## config.mk

```make
export PLATFORM = sky130hd
export DESIGN_NAME = decode_stage_v2
export DESIGN_NICKNAME = d
export VERILOG_FILES = /design/src/rtl/decode_stage_v2.sv
export SDC_FILE = /design/constraint.sdc
export NUM_CORES = 2
export LEC_CHECK = 0
export CAP_MARGIN = 20
export CORE_UTILIZATION = 50
export DETAILED_ROUTE_END_ITERATION = 10
export HOLD_SLACK_MARGIN = 0.06
export PLACE_DENSITY_LB_ADDON = 0.05
export RECOVER_POWER = 25
export SLEW_MARGIN = 15
export SYNTH_ARGS = -nofsm -noshare
export SYNTH_HDL_FRONTEND = slang
export SYNTH_SLANG_ARGS = --single-unit
```

## constraint.sdc

```tcl
create_clock -name clk -period 6 [get_ports clk]
set_input_delay 1.2 -clock clk [delete_from_list [all_inputs] [get_ports clk]]
set_output_delay 1.2 -clock clk [all_outputs]
set_load 0.03 [all_outputs]
```

## src/rtl/decode_stage_v2.sv

```systemverilog
// decode_stage_v2
//
// Decode stage between IF/ID and EX. It owns the ID/EX pipeline register and
// contains the register file with write-through bypass, the immediate
// generator, load-use stall detection, branch/jump flush handling, and a
// req/ack handshake that stalls the front end for the cache-switch (CSW)
// instruction.
//
// Ports
//   clk                 clock, rising edge
//   reset               synchronous, active-low reset
//   id_valid            IF/ID holds a valid instruction
//   instruction         instruction in ID
//   id_pc               PC of the instruction in ID
//   wb_we/addr/data     writeback port into the register file
//   branch_jump_taken   EX resolved a taken branch/jump this cycle
//   switch_ack          cache controller finished the switch
//   hold_if             freeze PC and IF/ID (combinational)
//   flush_if            clear IF/ID (combinational)
//   switch_req          cache-switch request (registered)
//   switch_id           requested cache ID (registered)
//   ex_*                ID/EX register contents
//
// FSM states
//   state  | meaning
//   S_IDLE | no cache switch outstanding
//   S_REQ  | switch_req raised, front end held until switch_ack or a flush

module decode_stage_v2 #(
   parameter int         XLEN       = 32,
   parameter int         NUM_REGS   = 32,
   parameter int         SW_ID_W    = 3,
   parameter logic [6:0] CSW_OPCODE = 7'b0001011
) (
   input  logic                clk,
   input  logic                reset,
   input  logic                id_valid,
   input  logic [31:0]         instruction,
   input  logic [XLEN-1:0]     id_pc,
   input  logic                wb_we,
   input  logic [4:0]          wb_addr,
   input  logic [XLEN-1:0]     wb_data,
   input  logic                branch_jump_taken,
   input  logic                switch_ack,
   output logic                hold_if,
   output logic                flush_if,
   output logic                switch_req,
   output logic [SW_ID_W-1:0]  switch_id,
   output logic                ex_valid,
   output logic [XLEN-1:0]     ex_pc,
   output logic [XLEN-1:0]     ex_rs1_data,
   output logic [XLEN-1:0]     ex_rs2_data,
   output logic [XLEN-1:0]     ex_imm,
   output logic [4:0]          ex_rd,
   output logic [6:0]          ex_opcode,
   output logic [2:0]          ex_funct3,
   output logic [6:0]          ex_funct7
);

   localparam int          RIDX_W     = (NUM_REGS > 1) ? $clog2(NUM_REGS) : 1;
   localparam logic [31:0] NUM_REGS_U = NUM_REGS;

   localparam logic [6:0] OP_LOAD   = 7'b0000011;
   localparam logic [6:0] OP_OPIMM  = 7'b0010011;
   localparam logic [6:0] OP_AUIPC  = 7'b0010111;
   localparam logic [6:0] OP_STORE  = 7'b0100011;
   localparam logic [6:0] OP_OP     = 7'b0110011;
   localparam logic [6:0] OP_LUI    = 7'b0110111;
   localparam logic [6:0] OP_BRANCH = 7'b1100011;
   localparam logic [6:0] OP_JALR   = 7'b1100111;
   localparam logic [6:0] OP_JAL    = 7'b1101111;

   typedef enum logic {
      S_IDLE = 1'b0,
      S_REQ  = 1'b1
   } state_t;

   // What the ID/EX register captures at the next edge.
   typedef enum logic [1:0] {
      SEL_BUBBLE = 2'd0,
      SEL_DECODE = 2'd1,
      SEL_CSW    = 2'd2
   } idex_sel_t;

   state_t    state;
   state_t    state_nxt;
   idex_sel_t idex_sel;
   logic      csw_launch;

   // ---------------------------------------------------------------------
   // Field extraction
   // ---------------------------------------------------------------------
   logic [6:0] opcode;
   logic [4:0] rd;
   logic [2:0] funct3;
   logic [4:0] rs1;
   logic [4:0] rs2;
   logic [6:0] funct7;

   assign opcode = instruction[6:0];
   assign rd     = instruction[11:7];
   assign funct3 = instruction[14:12];
   assign rs1    = instruction[19:15];
   assign rs2    = instruction[24:20];
   assign funct7 = instruction[31:25];

   // ---------------------------------------------------------------------
   // Register file
   // ---------------------------------------------------------------------
   logic [XLEN-1:0] regs [NUM_REGS];
   logic            wb_hit;
   logic            rs1_in_range;
   logic            rs2_in_range;
   logic [XLEN-1:0] rs1_data;
   logic [XLEN-1:0] rs2_data;

   // Out-of-range addresses behave like x0: never written, always read 0.
   assign wb_hit       = wb_we && (wb_addr != 5'd0) && ({27'd0, wb_addr} < NUM_REGS_U);
   assign rs1_in_range = ({27'd0, rs1} < NUM_REGS_U);
   assign rs2_in_range = ({27'd0, rs2} < NUM_REGS_U);

   always_ff @(posedge clk) begin
      if (!reset) begin
         for (int i = 0; i < NUM_REGS; i++) begin
            regs[i] <= '0;
         end
      end else if (wb_hit) begin
         regs[wb_addr[RIDX_W-1:0]] <= wb_data;
      end
   end

   // Write-through: a register being written this cycle reads the new value.
   always_comb begin
      rs1_data = '0;
      if (rs1 != 5'd0 && rs1_in_range) begin
         if (wb_hit && wb_addr == rs1) begin
            rs1_data = wb_data;
         end else begin
            rs1_data = regs[rs1[RIDX_W-1:0]];
         end
      end
   end

   always_comb begin
      rs2_data = '0;
      if (rs2 != 5'd0 && rs2_in_range) begin
         if (wb_hit && wb_addr == rs2) begin
            rs2_data = wb_data;
         end else begin
            rs2_data = regs[rs2[RIDX_W-1:0]];
         end
      end
   end

   // ---------------------------------------------------------------------
   // Immediate generator
   // ---------------------------------------------------------------------
   logic [XLEN-1:0] imm;

   always_comb begin
      imm = '0;
      case (opcode)
         OP_LOAD, OP_OPIMM, OP_JALR, CSW_OPCODE:
            imm = {{(XLEN-12){instruction[31]}}, instruction[31:20]};
         OP_STORE:
            imm = {{(XLEN-12){instruction[31]}}, instruction[31:25], instruction[11:7]};
         OP_BRANCH:
            imm = {{(XLEN-12){instruction[31]}}, instruction[7], instruction[30:25],
                   instruction[11:8], 1'b0};
         OP_LUI, OP_AUIPC:
            imm = {{(XLEN-32){instruction[31]}}, instruction[31:12], 12'd0};
         OP_JAL:
            imm = {{(XLEN-20){instruction[31]}}, instruction[19:12], instruction[20],
                   instruction[30:21], 1'b0};
         default:
            imm = '0;
      endcase
   end

   // ---------------------------------------------------------------------
   // Load-use hazard against the instruction currently in ID/EX
   // ---------------------------------------------------------------------
   logic uses_rs1;
   logic uses_rs2;
   logic load_use;

   assign uses_rs1 = !(opcode == OP_LUI || opcode == OP_AUIPC || opcode == OP_JAL);
   assign uses_rs2 = (opcode == OP_OP || opcode == OP_STORE || opcode == OP_BRANCH);

   assign load_use = ex_valid && (ex_opcode == OP_LOAD) && (ex_rd != 5'd0) &&
                     ((uses_rs1 && ex_rd == rs1) || (uses_rs2 && ex_rd == rs2));

   // ---------------------------------------------------------------------
   // Switch FSM: state register
   // ---------------------------------------------------------------------
   always_ff @(posedge clk) begin
      if (!reset) begin
         state <= S_IDLE;
      end else begin
         state <= state_nxt;
      end
   end

   // ---------------------------------------------------------------------
   // Switch FSM: next state
   // ---------------------------------------------------------------------
   always_comb begin
      state_nxt = state;
      case (state)
         S_IDLE: begin
            if (!branch_jump_taken && !load_use && id_valid && opcode == CSW_OPCODE) begin
               state_nxt = S_REQ;
            end
         end
         S_REQ: begin
            // A flush aborts the request just like an acknowledge ends it.
            if (branch_jump_taken || switch_ack) begin
               state_nxt = S_IDLE;
            end
         end
         default: state_nxt = S_IDLE;
      endcase
   end

   // ---------------------------------------------------------------------
   // Switch FSM / pipeline control outputs, highest priority first
   // ---------------------------------------------------------------------
   always_comb begin
      hold_if    = 1'b0;
      flush_if   = 1'b0;
      idex_sel   = SEL_DECODE;
      csw_launch = 1'b0;
      if (!reset) begin
         idex_sel = SEL_BUBBLE;
      end else if (branch_jump_taken) begin
         flush_if = 1'b1;
         idex_sel = SEL_BUBBLE;
      end else if (state == S_REQ) begin
         if (switch_ack) begin
            idex_sel = SEL_CSW;
         end else begin
            hold_if  = 1'b1;
            idex_sel = SEL_BUBBLE;
         end
      end else if (load_use) begin
         hold_if  = 1'b1;
         idex_sel = SEL_BUBBLE;
      end else if (id_valid && opcode == CSW_OPCODE) begin
         hold_if    = 1'b1;
         idex_sel   = SEL_BUBBLE;
         csw_launch = 1'b1;
      end
   end

   // ---------------------------------------------------------------------
   // Request outputs
   // ---------------------------------------------------------------------
   always_ff @(posedge clk) begin
      if (!reset) begin
         switch_req <= 1'b0;
         switch_id  <= '0;
      end else begin
         switch_req <= (state_nxt == S_REQ);
         if (csw_launch) begin
            switch_id <= instruction[20 +: SW_ID_W];
         end
      end
   end

   // ---------------------------------------------------------------------
   // ID/EX register
   // ---------------------------------------------------------------------
   always_ff @(posedge clk) begin
      if (!reset || idex_sel == SEL_BUBBLE) begin
         ex_valid    <= 1'b0;
         ex_pc       <= '0;
         ex_rs1_data <= '0;
         ex_rs2_data <= '0;
         ex_imm      <= '0;
         ex_rd       <= '0;
         ex_opcode   <= '0;
         ex_funct3   <= '0;
         ex_funct7   <= '0;
      end else begin
         // The acknowledged CSW retires as a no-op, so it never writes a register.
         ex_valid    <= (idex_sel == SEL_CSW) ? 1'b1 : id_valid;
         ex_rd       <= (idex_sel == SEL_CSW) ? 5'd0 : rd;
         ex_pc       <= id_pc;
         ex_rs1_data <= rs1_data;
         ex_rs2_data <= rs2_data;
         ex_imm      <= imm;
         ex_opcode   <= opcode;
         ex_funct3   <= funct3;
         ex_funct7   <= funct7;
      end
   end

endmodule

```

Yosys cells after proc, flatten, opt, wreduce, memory -nomap -nowiden
Memory sizes are Yosys's and may differ from the RTL's. A register that Yosys moved wholly into a read port is not among the register bits.
Index checks and enable logic that the tools add are counted.
{"block": "totals", "reg_bits": 91, "latchBits": 0, "ram_bits": 1024, "in_bits": 107, "word_cells": 89, "memories": 1, "rom_bits": 0, "out_inout_bits": 157}
{"name": "regs", "words": 32, "width": 32, "read_ports": 2, "rd_ports_with_merged_regs": 2, "write_ports": 32, "line_no": "110", "text": "logic [XLEN-1:0] regs [NUM_REGS];"}
{"block": "classes", "n_mux": 30, "n_lt_le_gt_ge": 0, "div": 0, "bitwise_logic": 3, "mul": 0, "eq_ne": 14, "shifts": 0, "reduce_logical": 32, "add_sub_neg": 0}
{"op": "32-bit one-hot mux with 5 select lines", "count": 1}
{"op": "32-bit 2-to-1 mux", "count": 1}
{"op": "32-bit OR reduction", "count": 1}
{"op": "1-bit 2-to-1 mux", "count": 22}
{"op": "7-bit by 6-bit == test with 1-bit output, second input constant", "count": 3}
{"op": "7-bit == test, second input constant", "count": 3}
{"op": "5-bit nonzero test", "count": 4}
{"op": "7-bit by 2-bit == test with 1-bit output, second input constant", "count": 2}
{"op": "7-bit by 5-bit == test with 1-bit output, second input constant", "count": 2}
{"op": "5-bit == test", "count": 2}
{"op": "1-bit logical AND", "count": 10}
{"op": "2-bit 2-to-1 mux", "count": 4}
{"op": "2-bit OR reduction", "count": 4}
{"op": "7-bit by 4-bit == test with 1-bit output, second input constant", "count": 1}
{"op": "1-bit logical OR", "count": 7}
{"op": "5-bit 2-to-1 mux", "count": 1}
{"op": "1-bit zero test", "count": 4}
{"op": "4-bit OR reduction", "count": 1}
{"op": "1-bit inverter", "count": 3}
{"op": "2-bit == test, second input constant", "count": 1}
{"op": "2-bit zero test", "count": 1}
{"op": "1-bit one-hot mux with 2 select lines", "count": 1}

Longest topological paths before layout
{"block": "depth", "word_depth": 14, "ltp_mapped": 11}

Worst setup path before layout
No wires, ideal clock.
{"block": "synth_timing", "kind": "input -> register", "from": "in reset", "to": "mem regs[28][0] (enable)", "required_time_ns": 5.534, "slack_ns": 1.233, "n_path_buf": 2, "cell_stages": 6, "arrival_time_ns": 4.302, "cell_sequence": "clkbuf_1 nand2_1 nor2_1 nand3b_1 clkbuf_1 o21ai_0"}
{"item": "start, declared", "line_no": "36", "text": "input logic reset,"}
{"item": "end, declared", "line_no": "110"}

==> impl_metrics.tcl <==
set metrics [dict create \
    outcome "finished with violations" \
    clk_pin_slew_ps 60 \
    fin_crit_ps 5600 \
    cts_max_level 4 \
    cts_buffer_depth 3 \
    synth_area_per_cell_um2 14.5 \
    fin_worst_skew_ps 22.3 \
    dieArea_mm2 0.120 \
    start_kind "primary input" \
    drt_wl_total_um 211000 \
    post_drt_wl_per_cell_um 35.9 \
    maxSlewViolCount 538 \
    grt_pass1_wl_um 296000 \
    hold_ws_ps 465 \
    synth_cells 4088 \
    cts_sinks 1179 \
    violations "capacitance limit, slew limit" \
    via_per_inst 6.65 \
    hold_viol_final 0 \
    grt_max_degree 128 \
    die_w_um 347 \
    cts_tree "built" \
    rows 126 \
    gp_congestion 0.887 \
    irDropWorstVdd_mv 0.285 \
    p_int_uw 14900 \
    cts-root-buf "clkbuf_16" \
    ys_warn_count 0 \
    ys_types 56 \
    nets 4341 \
    tightest_slew_ps 3740 \
    cts_resized 0 \
    setup_viol 0 \
    start_util 0.503 \
    insertion_delay_ps 750 \
    p_clk_frac 0.401 \
    endpoint_kind "flip-flop" \
    power_density_mw_per_mm2 292 \
    portBuffers 263 \
    fin_crit_sh 0.934 \
    synth.cell_area_mm2 0.0594 \
    multi_input_area_mm2 0.0241 \
    async_flop_share 0 \
    yosysSeqAreaShare 0.570 \
    antenna_found_initial 13 \
    arrival_ps 6210 \
    required_ps 6610 \
    synth-seq-cells 1179 \
    cts_buffers 135 \
    ios 264 \
    cts_setup_buffers 0 \
    drc 0 \
    core_mm2 0.118 \
    crit_type "primary input to flip-flop" \
    combPwrFrac 0.118 \
    num_vias 39100 \
    grtUsageTotal 0.352 \
    synth-edff-count 1024 \
    rsz0062_at_grt "false" \
    dpl.hpwl_um 123000 \
    overflow 0 \
    regArea_mm2 0.0339 \
    cts_hold_buffers 0 \
    maxCapViolCount 23 \
    fin_setup_tns_ps 0 \
    hold_path_class "flip-flop to flip-flop" \
    first_iter_violations 5255 \
    fp.dieH_um 347 \
    drive_above_1_share 0.203 \
    p_leak_uw 0.0239 \
    crit_fanout 43 \
    grt_pass1_vias 38500 \
    ant_nets 0 \
    power_frac_seq 0.481 \
    fmax_mhz 178 \
    fillers 9294 \
    switchingPower_uw 4990 \
    dr.pass1.iters 6 \
    synthFlopType "edfxtp_1" \
    areaGrowthSynthToFinish_pct 14.8 \
    switching_share 0.250 \
    slew_headroom -1.50 \
]
## placed cells by master (no fill, tap or decap), types with 13 or more instances in the layout
master	netlist	layout
a211o_1	14	14
a211oi_1	18	18
a21oi_1	75	75
a221oi_1	71	71
a22o_1	13	13
a22oi_1	139	139
a31oi_1	16	16
and2_0	1	124
and2_1	1002	876
and3_1	51	51
buf_4	32	120
buf_8	0	13
clkbuf_1	280	51
clkbuf_16	0	141
clkdlybuf4s50_1	0	120
clkinv_1	0	24
clkinv_2	0	25
conb_1	1	32
dfxtp_1	155	155
dlygate4sd3_1	0	130
edfxtp_1	1024	1024
mux2i_1	138	138
mux4_2	479	479
nand2_1	110	110
nand2b_1	14	14
nand3_1	15	15
nor2_1	131	108
nor2_4	0	23
nor3_1	36	36
o211ai_1	21	21
o21ai_0	52	26
o21ai_4	0	26
## worst paths after layout
check	from	end	slack, ps	cells past startpoint
hold reg to reg	switch_id[2]	switch_id[2]	470	2
setup reg to reg	ex_rd[1]	ex_imm[28]	1650	7
hold / removal	switch_id[2]	switch_id[2]	470	2
setup / recovery	reset	regs[3][5]	400	7
## cells by family (layout without fill, tap and decap cells)
kind of cell    Yosys count  after routing  synth area share
mux                     617            617             0.205
xor+xnor                 20             20           0.00295
buf+inv                 444            666            0.0334
other cells               1             38         0.0000632
compound gates          427            427            0.0507
flops                  1179           1179             0.570
simple gates           1400           1400             0.137
## registers in the layout, indices dropped and copies added (netlist names)
signal       cells
ex_rs2_data     32
ex_rs1_data     32
regs          1024
ex_pc           32
ex_imm          32
ex_opcode        7
ex_funct7        7
ex_valid         1
ex_funct3        3
switch_id        3
switch_req       1
ex_rd            5
## synthesized netlist by cell type, types with 4 or more instances
cell / count / area (um2)
o211ai_1: 21 / 158
clkbuf_1: 280 / 1050
dfxtp_1: 155 / 3100
nor2_1: 131 / 492
mux4_2: 479 / 10800
xnor2_1: 12 / 105
a21oi_1: 75 / 375
buf_1: 24 / 90.1
nor4_1: 6 / 37.5
xor2_1: 8 / 70.1
buf_6: 11 / 124
a22oi_1: 139 / 1040
a31oi_1: 16 / 100
nor2b_1: 9 / 56.3
and2_1: 1002 / 6270
a211o_1: 14 / 123
a221oi_1: 71 / 622
and3_1: 51 / 319
nand3_1: 15 / 75.1
nor3_1: 36 / 180
buf_4: 32 / 240
mux2i_1: 138 / 1380
a211oi_1: 18 / 135
a22o_1: 13 / 114
nand2b_1: 14 / 87.6
nand3b_1: 4 / 30.0
inv_1: 5 / 18.8
edfxtp_1: 1024 / 30700
buf_2: 92 / 460
o21ai_0: 52 / 260
nand2_1: 110 / 413
## per-layer routing
metal  track usage  vias to the layer above  wire length [um]
li1              -                    15800                 -
met1         0.480                    20200             81600
met2         0.548                     2607             97000
met3        0.0784                      445             22900
met4         0.148                        6              9680
met5             0                        -                36
## final cells by class
cell class | instances | area share
sequential | 1179 | 0.497
multi-input combinational | 2496 | 0.354
timing repair buffer | 417 | 0.0587
clock buffer | 181 | 0.0546
tap | 1536 | 0.0282
clock inverter | 63 | 0.00712
inverter | 5 | 0.000275
antenna | 6 | 0.000220
## through the flow
stage	util	cells	power, uW	area (um2)	worst slack, ps
floorplan	-	4119	11100	59500	1230
finish	0.578	5883	19900	68200	396
CTS	0.579	5872	20000	68300	580
global route	0.578	5877	20400	68100	305
global placement	0.542	5617	12100	63900	656
detailed placement	0.544	5628	12100	64100	600
## critical path: stages
cell	delay [ps]
clkbuf_1	250
buf_4	790
nand4_1	160
clkbuf_1	700
nor2_1	2290
buf_4	580
and2_1	190
## power groups by stage
stage	logic [uW]	registers, uW	clock network, uW
after detailed placement	2340	9740	0
after global placement	2320	9730	0
after global routing	2430	9630	8360
final	2350	9590	7990
after floorplan	1330	9740	0
after CTS	2350	9580	8050
Note: power is estimated with default switching activity, not from simulation.
